## src/rtl/i2c_tx_scheduler_if.sv

```systemverilog
// Purpose: client-side and i2c_tx-side signal bundle for i2c_tx_scheduler.
// Latency: none; this is wiring only.
// Backpressure: clients hold req/req_data until ack; no ack is given while the scheduler is busy.
// Ports: master = application/bench side (drives req, req_data, i2c_clock),
//        slave  = scheduler side (drives ack, done, done_id, busy, tx_rd_en, tx_index, tx_data).
interface i2c_tx_scheduler_if #(
    parameter int REQUESTERS = 2,
    parameter int BYTES      = 2
);
    localparam int ID_W  = (REQUESTERS > 1) ? $clog2(REQUESTERS) : 1;
    localparam int IDX_W = (BYTES > 1) ? $clog2(BYTES) : 1;

    // client request side
    logic [REQUESTERS-1:0]         req;
    logic [REQUESTERS*8*BYTES-1:0] req_data;
    logic [REQUESTERS-1:0]         ack;

    // status
    logic                          done;
    logic [ID_W-1:0]               done_id;
    logic                          busy;

    // i2c_tx side
    logic                          i2c_clock;
    logic                          tx_rd_en;
    logic [IDX_W-1:0]              tx_index;
    logic [7:0]                    tx_data;

    modport master (
        output req, req_data, i2c_clock,
        input  ack, done, done_id, busy, tx_rd_en, tx_index, tx_data
    );

    modport slave (
        input  req, req_data, i2c_clock,
        output ack, done, done_id, busy, tx_rd_en, tx_index, tx_data
    );
endinterface

```

## src/rtl/i2c_tx_scheduler.sv

```systemverilog
// Purpose: round-robin sharing of one i2c_tx among REQUESTERS clients; latches the winner's payload and loads it byte by byte.
// Latency: ack one clk after req is sampled in IDLE, BYTES load strobes follow, done TX_PERIODS i2c_clock rises after the load.
// Backpressure: while loading or waiting no request is acked; clients keep req/req_data stable until their ack.
// Ports: clk, rst_n (synchronous, active-low); bus (slave modport) carrying req/req_data/ack,
//        done/done_id/busy, the asynchronous i2c_clock input and the tx_rd_en/tx_index/tx_data load strobe.
module i2c_tx_scheduler #(
    parameter int REQUESTERS  = 2,
    parameter int BYTES       = 2,
    parameter int TX_PERIODS  = 27,
    parameter int SYNC_STAGES = 2
) (
    input  logic              clk,
    input  logic              rst_n,
    i2c_tx_scheduler_if.slave bus
);
    localparam int ID_W  = (REQUESTERS > 1) ? $clog2(REQUESTERS) : 1;
    localparam int IDX_W = (BYTES > 1) ? $clog2(BYTES) : 1;
    localparam int B_W   = $clog2(BYTES + 1);
    localparam int CNT_W = $clog2(TX_PERIODS + 1);
    localparam int PAY_W = 8 * BYTES;

    typedef enum logic [1:0] {
        IDLE = 2'd0,
        LOAD = 2'd1,
        WAIT = 2'd2
    } state_t;

    // registered state
    state_t                state_q, state_d;
    logic [ID_W-1:0]       ptr_q, ptr_d;
    logic [ID_W-1:0]       id_q, id_d;
    logic [PAY_W-1:0]      payload_q, payload_d;
    logic [B_W-1:0]        b_q, b_d;
    logic [CNT_W-1:0]      cnt_q, cnt_d;
    logic [REQUESTERS-1:0] ack_q, ack_d;
    logic                  done_q, done_d;
    logic [ID_W-1:0]       done_id_q, done_id_d;
    logic                  rd_en_q, rd_en_d;
    logic [IDX_W-1:0]      index_q, index_d;
    logic [7:0]            data_q, data_d;

    // i2c_clock synchroniser and rise detector
    logic [SYNC_STAGES-1:0] sync_q;
    logic                   prev_q;
    logic                   rise;

    // arbitration results
    logic                  grant_vld;
    logic [ID_W-1:0]       grant_id;
    logic [PAY_W-1:0]      grant_payload;
    logic [REQUESTERS-1:0] grant_onehot;
    logic [7:0]            byte_sel;
    logic [CNT_W-1:0]      cnt_inc;

    assign rise = sync_q[SYNC_STAGES-1] & ~prev_q;

    // Round-robin pick: the lowest requester at or above the pointer wins;
    // if none sits there, wrap to the lowest requester overall. Scanning
    // downward and overwriting leaves the lowest index in each candidate.
    always_comb begin
        logic          hi_vld;
        logic [ID_W-1:0] hi_id;
        logic          lo_vld;
        logic [ID_W-1:0] lo_id;
        hi_vld = 1'b0;
        hi_id  = '0;
        lo_vld = 1'b0;
        lo_id  = '0;
        for (int k = REQUESTERS - 1; k >= 0; k--) begin
            if (bus.req[k]) begin
                lo_vld = 1'b1;
                lo_id  = ID_W'(k);
                if (ID_W'(k) >= ptr_q) begin
                    hi_vld = 1'b1;
                    hi_id  = ID_W'(k);
                end
            end
        end
        grant_vld = lo_vld;
        grant_id  = hi_vld ? hi_id : lo_id;
    end

    // Payload and one-hot ack of the winner, selected with constant indices.
    always_comb begin
        grant_payload = '0;
        grant_onehot  = '0;
        for (int k = 0; k < REQUESTERS; k++) begin
            if (grant_id == ID_W'(k)) begin
                grant_payload   = bus.req_data[k*PAY_W +: PAY_W];
                grant_onehot[k] = 1'b1;
            end
        end
    end

    // Byte b of the latched payload.
    always_comb begin
        byte_sel = '0;
        for (int j = 0; j < BYTES; j++) begin
            if (b_q == B_W'(j)) begin
                byte_sel = payload_q[j*8 +: 8];
            end
        end
    end

    // Edge counter, saturating at TX_PERIODS.
    always_comb begin
        cnt_inc = cnt_q;
        if (rise && (cnt_q != CNT_W'(TX_PERIODS))) begin
            cnt_inc = cnt_q + 1'b1;
        end
    end

    // Next-state and registered-output logic.
    always_comb begin
        state_d   = state_q;
        ptr_d     = ptr_q;
        id_d      = id_q;
        payload_d = payload_q;
        b_d       = b_q;
        cnt_d     = cnt_q;
        ack_d     = '0;
        done_d    = 1'b0;
        done_id_d = done_id_q;
        rd_en_d   = 1'b0;
        index_d   = index_q;
        data_d    = data_q;

        unique case (state_q)
            IDLE: begin
                if (grant_vld) begin
                    id_d      = grant_id;
                    payload_d = grant_payload;
                    ack_d     = grant_onehot;
                    ptr_d     = (grant_id == ID_W'(REQUESTERS - 1)) ? '0 : grant_id + 1'b1;
                    b_d       = '0;
                    state_d   = LOAD;
                end
            end
            LOAD: begin
                // Rises seen here are deliberately dropped: the
                // transmitter only starts once its buffer is loaded.
                rd_en_d = 1'b1;
                index_d = b_q[IDX_W-1:0];
                data_d  = byte_sel;
                if (b_q == B_W'(BYTES - 1)) begin
                    b_d     = '0;
                    cnt_d   = '0;
                    state_d = WAIT;
                end else begin
                    b_d = b_q + 1'b1;
                end
            end
            WAIT: begin
                cnt_d = cnt_inc;
                if (cnt_inc == CNT_W'(TX_PERIODS)) begin
                    done_d    = 1'b1;
                    done_id_d = id_q;
                    state_d   = IDLE;
                end
            end
            default: begin
                state_d = IDLE;
            end
        endcase
    end

    always_ff @(posedge clk) begin
        if (!rst_n) begin
            state_q   <= IDLE;
            ptr_q     <= '0;
            id_q      <= '0;
            payload_q <= '0;
            b_q       <= '0;
            cnt_q     <= '0;
            ack_q     <= '0;
            done_q    <= 1'b0;
            done_id_q <= '0;
            rd_en_q   <= 1'b0;
            index_q   <= '0;
            data_q    <= '0;
            sync_q    <= '0;
            prev_q    <= 1'b0;
        end else begin
            state_q   <= state_d;
            ptr_q     <= ptr_d;
            id_q      <= id_d;
            payload_q <= payload_d;
            b_q       <= b_d;
            cnt_q     <= cnt_d;
            ack_q     <= ack_d;
            done_q    <= done_d;
            done_id_q <= done_id_d;
            rd_en_q   <= rd_en_d;
            index_q   <= index_d;
            data_q    <= data_d;
            sync_q    <= {sync_q[SYNC_STAGES-2:0], bus.i2c_clock};
            prev_q    <= sync_q[SYNC_STAGES-1];
        end
    end

    assign bus.ack      = ack_q;
    assign bus.done     = done_q;
    assign bus.done_id  = done_id_q;
    assign bus.busy     = (state_q != IDLE);
    assign bus.tx_rd_en = rd_en_q;
    assign bus.tx_index = index_q;
    assign bus.tx_data  = data_q;
endmodule

```

## src/flat_wrapper.sv

```systemverilog
// flat-port wrapper written by rule: the top's interface ports become plain ports
module i2c_tx_scheduler_flat 
#(
    parameter int REQUESTERS  = 2,
    parameter int BYTES       = 2,
    parameter int TX_PERIODS  = 27,
    parameter int SYNC_STAGES = 2
)
  (clk, rst_n, bus_req, bus_req_data, bus_i2c_clock, bus_ack, bus_done, bus_done_id, bus_busy, bus_tx_rd_en, bus_tx_index, bus_tx_data);
  i2c_tx_scheduler_if #(.REQUESTERS(REQUESTERS), .BYTES(BYTES)) bus_i ();
  input  logic clk;
  input  logic rst_n;
  input wire logic [$bits(bus_i.req)-1:0] bus_req;
  input wire logic [$bits(bus_i.req_data)-1:0] bus_req_data;
  input wire logic [$bits(bus_i.i2c_clock)-1:0] bus_i2c_clock;
  output wire logic [$bits(bus_i.ack)-1:0] bus_ack;
  output wire logic [$bits(bus_i.done)-1:0] bus_done;
  output wire logic [$bits(bus_i.done_id)-1:0] bus_done_id;
  output wire logic [$bits(bus_i.busy)-1:0] bus_busy;
  output wire logic [$bits(bus_i.tx_rd_en)-1:0] bus_tx_rd_en;
  output wire logic [$bits(bus_i.tx_index)-1:0] bus_tx_index;
  output wire logic [$bits(bus_i.tx_data)-1:0] bus_tx_data;
  assign bus_i.req = bus_req;
  assign bus_i.req_data = bus_req_data;
  assign bus_i.i2c_clock = bus_i2c_clock;
  assign bus_ack = bus_i.ack;
  assign bus_done = bus_i.done;
  assign bus_done_id = bus_i.done_id;
  assign bus_busy = bus_i.busy;
  assign bus_tx_rd_en = bus_i.tx_rd_en;
  assign bus_tx_index = bus_i.tx_index;
  assign bus_tx_data = bus_i.tx_data;
  i2c_tx_scheduler #(.REQUESTERS(REQUESTERS), .BYTES(BYTES), .TX_PERIODS(TX_PERIODS), .SYNC_STAGES(SYNC_STAGES)) u_core (.clk(clk), .rst_n(rst_n), .bus(bus_i));
endmodule
```

## config.mk

```make
export PLATFORM = sky130hd
export DESIGN_NAME = i2c_tx_scheduler_flat
export DESIGN_NICKNAME = d
export VERILOG_FILES = /design/src/rtl/i2c_tx_scheduler_if.sv /design/src/rtl/i2c_tx_scheduler.sv /design/src/flat_wrapper.sv
export SDC_FILE = /design/constraint.sdc
export NUM_CORES = 1
export LEC_CHECK = 0
export CORE_UTILIZATION = 50
export DETAILED_ROUTE_END_ITERATION = 6
export GPL_TIMING_DRIVEN = 0
export PLACE_DENSITY = 0.81
export SYNTH_ARGS = -nofsm -noshare
export SYNTH_HDL_FRONTEND = slang
export SYNTH_SLANG_ARGS = --single-unit
export TNS_END_PERCENT = 30
```

## constraint.sdc

```tcl
create_clock -name clk -period 5.2 [get_ports clk]
set_input_delay 1.04 -clock clk [delete_from_list [all_inputs] [get_ports clk]]
set_output_delay 1.04 -clock clk [all_outputs]
set_load 0.05 [all_outputs]
```

==> impl_metrics.toml, run 1 <==
[setup_path]
crit_path_top_delay_cell = "clkdlybuf4s50_1"
cp.required_ns = 4.16
crit_arrival_ns = 1.73
r2r_cells = 6
r2r-end = "u_core.bus.done_id"
crit_type = "reg -> out"
critical_path.reg2reg.startpoint = "u_core.cnt_q[1]"
slowest_delay_ns = 0.78
start_kind = "register"
worstPathMaxFanout = 6
rrSetupSlack_ns = 3.15
cp_cell_sequence = "nor2_2 -> inv_1 -> clkdlybuf4s50_1"
end_kind = "output port"

[floorplan]
die_w_um = 61.9
io-pin-count = 52
die-height_um = 61.9
dieArea_sq_um = 3830
core_sq_um = 3390
start_util = 0.529
rows = 21

[pwr]
p_total_uw = 669
p_leak_nw = 0.863
cellPowerDensity_nw_per_um2 = 279
ir_worst_vdd_uv = 180

[min_path]
hold_path_depth = 1
hold_path_end = "u_core.sync_q[1]"
hold_class = "reg -> reg"
hold_start = "u_core.sync_q[0]"

[timing]
slew_violations = 0
finalHoldViolations = 0
max_slew_margin = 0.458
fmax_mhz = 361
rsz0062_at_grt = "false"
setup_viol_count_final = 0
finalCritPeriodShare = 0.533
fin_crit_ns = 2.77
fin_skew_ns = 0.00704
finalSetupTns_ns = 0
tightest_slew_ns = 0.808

[routing]
wl_per_cell_um = 14.8
dr.pass1.iters = 6
ant_nets = 0
drc_errors = 0
drt_iter0_markers = 162
drt-total-wl_um = 4340
vias = 1681
vias_per_cell = 5.74

[global_route]
antenna_found_initial = 0
grt_pass1_vias = 1473
grt_start_max_net_pins = 13
grt_pass1_wl_um = 6700
grt_usage = 0.246
grt-ovfl-total = 0

[cts]
htree_levels = 2
cts_max_path_buffers = 2
numCtsBuffers = 5
hold_buffers = 0
post_cts_buffers = 0
cts_tree = "done"
cts_root_buffer = "clkbuf_4"
cts_sinks = 44
cts.clk_slew.worst_paths_ns = 0.12
cts_resized = 0
insertion_delay_ns = 0.35

[layout]
n_antenna_cell = 0
area_growth_syn_to_layout_pct = 33.7
final_nets = 285
drive_gt1_frac = 0.0891

[place]
io_buffer_count = 50
globalplace.congestion = 0.829
dpl.hpwl_um = 3120

[logic_synthesis]
ys_ff_latch = 44
seq_area_frac_synth = 0.492
synth_nets = 228
synth_compound_gate_area_share = 0.198
syn-cell-area_sq_um = 1790
synth_edf_count = 0
ys_warn_count = 0
synth_top_family_by_area = "simple AND/OR/NAND/NOR gates"
async_flop_share = 0
synthSimpleGateAreaFrac = 0.202
synth_fa_ha_area_frac = 0.00698
muxShareOfSynthArea = 0.0615
synth_area_per_cell_sq_um = 9.43
synth_cell_types = 35
synthXorXnorAreaFrac = 0.00978
synth_flop_cell = "dfxtp_1"
syn_inst = 190

[flow_run]
cap_violations = 0

[run_status]
status = "finished clean"
[layout by cell type (no fill, tap or decap), types with 2 or more instances in the layout]
cell,instances
mux2i_1,2
a311oi_1,4
nor2_1,36
a22oi_1,9
nor2b_1,4
clkbuf_1,10
nor3_1,2
clkbuf_4,5
mux2_2,8
a21oi_1,8
dfxtp_1,44
clkdlybuf4s50_1,50
and2_1,5
a222oi_1,16
o21ai_1,2
inv_1,3
nand4_1,2
nand3_1,2
nor2_2,2
nand2_1,12
nand2b_1,4
[state kept, by name (all words and copies together) (netlist names)]
signal	cells
u_core.ptr_q	1
u_core.state_q	2
u_core.cnt_q	5
u_core.id_q	1
u_core.bus.done	1
u_core.bus.done_id	1
u_core.bus.ack	2
u_core.bus.tx_index	1
u_core.bus.tx_data	8
u_core.sync_q	2
u_core.payload_q	16
u_core.b_q	2
u_core.bus.tx_rd_en	1
u_core.prev_q	1
[worst max-delay path by stage]
| stage | from | to | slack (ns) | cells past startpoint |
|---|---|---|---|---|
| final | u_core.state_q[1] | bus_busy | 2.43 | 3 |
| after global routing | u_core.state_q[0] | bus_busy | 2.32 | 3 |
| after CTS | u_core.state_q[1] | bus_busy | 2.42 | 3 |
| after detailed placement | bus_req[0] | u_core.payload_q[12] | 2.24 | 5 |
| after global placement | bus_req[0] | u_core.payload_q[14] | 2.23 | 5 |
| after floorplan | bus_req[1] | u_core.payload_q[10] | 3.20 | 4 |
[layer usage]
layer | global-route usage | wire length [um] | share of wire
met4 | 0.0825 | 47 | 0.011
met2 | 0.422 | 2140 | 0.49
met3 | 0.0663 | 277 | 0.064
met1 | 0.298 | 1870 | 0.43
met5 | 0 | 0 | 0
[kinds of logic (layout without fill, tap and decap cells)]
family	count (synthesis)	after routing
xor gates and xnor gates	2	2
buffers and inverters	14	71
adders and majority gates	1	1
and+or+nand+nor	75	75
muxes	10	10
AOI/OAI and AO/OA	44	44
DFF	44	44
[synth_stat cells, types with 4 or more instances]
| master | count | area [sq um] |
|---|---|---|
| nand2_1 | 12 | 45.0 |
| clkbuf_1 | 9 | 33.8 |
| a21oi_1 | 8 | 40.0 |
| nand2b_1 | 4 | 25.0 |
| a311oi_1 | 4 | 35.0 |
| a22oi_1 | 9 | 67.6 |
| and2_1 | 5 | 31.3 |
| a222oi_1 | 16 | 160 |
| nor2_1 | 36 | 135 |
| dfxtp_1 | 44 | 881 |
| nor2b_1 | 4 | 25.0 |
| mux2_2 | 8 | 90.1 |
[worst max-delay path: cells and delay by family (launching register included)]
family | cells | cell delay (ns)
buf+inv | 2 | 0.84
simple gates | 1 | 0.10
flops | 1 | 0.43
[power breakdown]
group / total, mW / switching, mW / internal [mW]
clock: 0.154 / 0.104 / 0.0499
sequential: 0.370 / 0.0117 / 0.358
combinational: 0.145 / 0.0794 / 0.0660
[layout make-up]
class	instances	area, sq um
Inverter	4	15.0
Tap cell	46	57.6
Fill cell	264	993
Clock buffer	6	41.3
Sequential cell	44	881
Timing Repair Buffer	50	500
Clock inverter	1	5.00
Buffer	10	38.8
Multi-Input combinational cell	132	857
[stage by stage]
step / instances / utilization / worst slack (ns) / hold WS [ns] / cell area (sq um)
6_report: 293 / 0.707 / 2.43 / 0.447 / 2400
5_1_grt: 293 / 0.707 / 2.32 / 0.483 / 2400
4_1_cts: 293 / 0.707 / 2.42 / 0.451 / 2400
3_5_place_dp: 286 / 0.693 / 2.24 / 0.424 / 2350
3_3_place_gp: 286 / 0.693 / 2.23 / 0.415 / 2350
2_1_floorplan: 190 / - / 3.20 / 0.412 / 1790
Note: power is estimated with default switching activity, not from simulation.
==> inputs of run 2 (changes only) <==
--- a/config.mk
+++ b/config.mk
@@ -5,10 +5,10 @@
 export SDC_FILE = /design/constraint.sdc
 export NUM_CORES = 1
 export LEC_CHECK = 0
-export CORE_UTILIZATION = 50
+export CORE_UTILIZATION = 42
 export DETAILED_ROUTE_END_ITERATION = 6
 export GPL_TIMING_DRIVEN = 0
-export PLACE_DENSITY = 0.81
+export PLACE_DENSITY = 0.72
 export SYNTH_ARGS = -nofsm -noshare
 export SYNTH_HDL_FRONTEND = slang
 export SYNTH_SLANG_ARGS = --single-unit
==> constraint.sdc (replaced) <==
create_clock -name clk -period 2.5 [get_ports clk]
set_input_delay 0.5 -clock clk [delete_from_list [all_inputs] [get_ports clk]]
set_output_delay 0.5 -clock clk [all_outputs]
set_load 0.05 [all_outputs]
==> run 2 against run 1 <==
Net effect: flip-flop and latch count stayed put; first-iteration DRC count is 6.2% lower; total power is 130% higher; highest routed layer unchanged; sequential power is 110% higher; combinational power is 110% higher; hold slack worse by 0.0070 ns; via count is 1.6% lower; routed wire length is 1.7% higher; clock skew is 0.0024 ns lower; sequential share of layout area is 0.79 points lower; clock-buffer cell count is 1 higher; largest power group unchanged; global-route usage is 2.6 points lower.
==> impl_metrics.toml, run 2 (synthesized netlist as in run 1, its figures left out) <==
[run_status]
status = "finished clean"

[layout]
largest_reg_flops = 16
area_growth_syn_to_layout_pct = 36.7
n_antenna_cell = 0
fill_cells = 346
final_common_cell = "clkdlybuf4s50_1"
drive_gt1_frac = 0.0927
post-route-util = 0.603
top_register = "u_core.payload_q"
layout_common_cells = "clkdlybuf4s50_1, dfxtp_1, nor2_1"
final_nets = 285

[place]
dpl.hpwl_um = 3160
io_buffer_count = 50
globalplace.congestion = 0.769

[global_route]
antenna_found_initial = 0
grt_start_max_net_pins = 14
grt-ovfl-total = 0
grt_pass1_vias = 1514
grt_pass1_wl_um = 7310
grt_usage = 0.220

[floorplan]
start_util = 0.442
io-pin-count = 52
core_sq_um = 4060
die_w_um = 67.3
dieArea_sq_um = 4530
rows = 23
die-height_um = 67.3

[setup_path]
start_kind = "register"
r2r-end = "u_core.payload_q[9]"
rrSetupSlack_ns = 0.47
crit_type = "reg -> out"
end_kind = "output port"
crit_arrival_ns = 1.68
r2r_cells = 6
worstPathMaxFanout = 6
cp.required_ns = 2.00
critical_path.reg2reg.startpoint = "u_core.state_q[1]"

[routing]
ant_nets = 0
drc_errors = 0
dr.pass1.iters = 7
drt_iter0_markers = 152
vias_per_cell = 5.55
vias = 1654
drt-total-wl_um = 4410
wl_per_cell_um = 14.8

[cts]
insertion_delay_ns = 0.30
cts_sinks = 44
cts_resized = 0
cts.clk_slew.worst_paths_ns = 0.08
numCtsBuffers = 5
hold_buffers = 0
htree_levels = 2
cts_root_buffer = "clkbuf_8"
cts_tree = "done"
cts_max_path_buffers = 2
post_cts_buffers = 0

[min_path]
hold_path_depth = 1
hold_path_end = "u_core.sync_q[1]"
hold_class = "reg -> reg"
hold_start = "u_core.sync_q[0]"

[timing]
max_slew_margin = 0.443
tightest_slew_ns = 0.830
fmax_mhz = 459
finalCritPeriodShare = 0.871
finalHoldViolations = 0
finalSetupTns_ns = 0
fin_skew_ns = 0.00469
slew_violations = 0
fin_crit_ns = 2.18
rsz0062_at_grt = "false"
setup_viol_count_final = 0

[pwr]
p_leak_nw = 0.880
ir_worst_vdd_uv = 334
p_total_mw = 1.54
cellPowerDensity_nw_per_um2 = 627

[flow_run]
cap_violations = 0
## run 2: changes by cell type in the layout (fill, tap and decap cells not counted)
cell	previous run	this run
clkbuf_8	0	6
clkbuf_4	5	0
clkinvlp_4	0	1
clkinv_2	1	0
## run 2: critical path, stage by stage (launching register included)
cell and delay, ns:
dfxtp_1 0.42, nor2_2 0.11, inv_1 0.06, clkdlybuf4s50_1 0.79
## run 2: worst max path at each step
stage                            startpoint             endpoint  slack [ns]  cells past startpoint
after detailed placement         bus_req[0]  u_core.payload_q[9]       0.008                      5
after floorplan             u_core.cnt_q[1]   u_core.bus.done_id        0.65                      6
after global routing      u_core.state_q[1]             bus_busy        0.21                      3
final                     u_core.state_q[1]             bus_busy        0.32                      3
after global placement           bus_req[0]  u_core.payload_q[8]        0.01                      5
after CTS                        bus_req[0]  u_core.payload_q[9]        0.32                      5
## run 2: cell type report
type	instances	area [sq um]	area share
well taps	50	62.6	0.0255
multi-input cells	132	857	0.350
plain buffers	10	38.8	0.0158
flip-flops and latches	44	881	0.360
clock buffers	7	86.3	0.0353
clock inverters	1	7.51	0.00307
repair buffers	50	500	0.204
inverters	4	15.0	0.00613
## run 2: where the power goes
part           total (mW)  switching, mW  internal, mW  leakage, nW
combinational       0.303          0.166         0.137        0.476
sequential          0.768         0.0239         0.744        0.360
clock               0.465          0.241         0.225       0.0445
## run 2: metal layers
layer / global-route usage / up-vias / share of wire
met5: 0 / - / 0
met4: 0.0638 / 0 / 0.012
met3: 0.0557 / 6 / 0.057
met2: 0.346 / 58 / 0.48
met1: 0.295 / 768 / 0.45
li1: - / 822 / -
## run 2: through the flow
stage	setup slack [ns]	instance area, sq um	hold slack (ns)	std cells
after floorplan	0.650	1790	0.412	190
after global placement	0.0130	2350	0.420	290
after detailed placement	0.00796	2350	0.424	290
after CTS	0.321	2450	0.445	298
after global routing	0.208	2450	0.485	298
final	0.323	2450	0.440	298
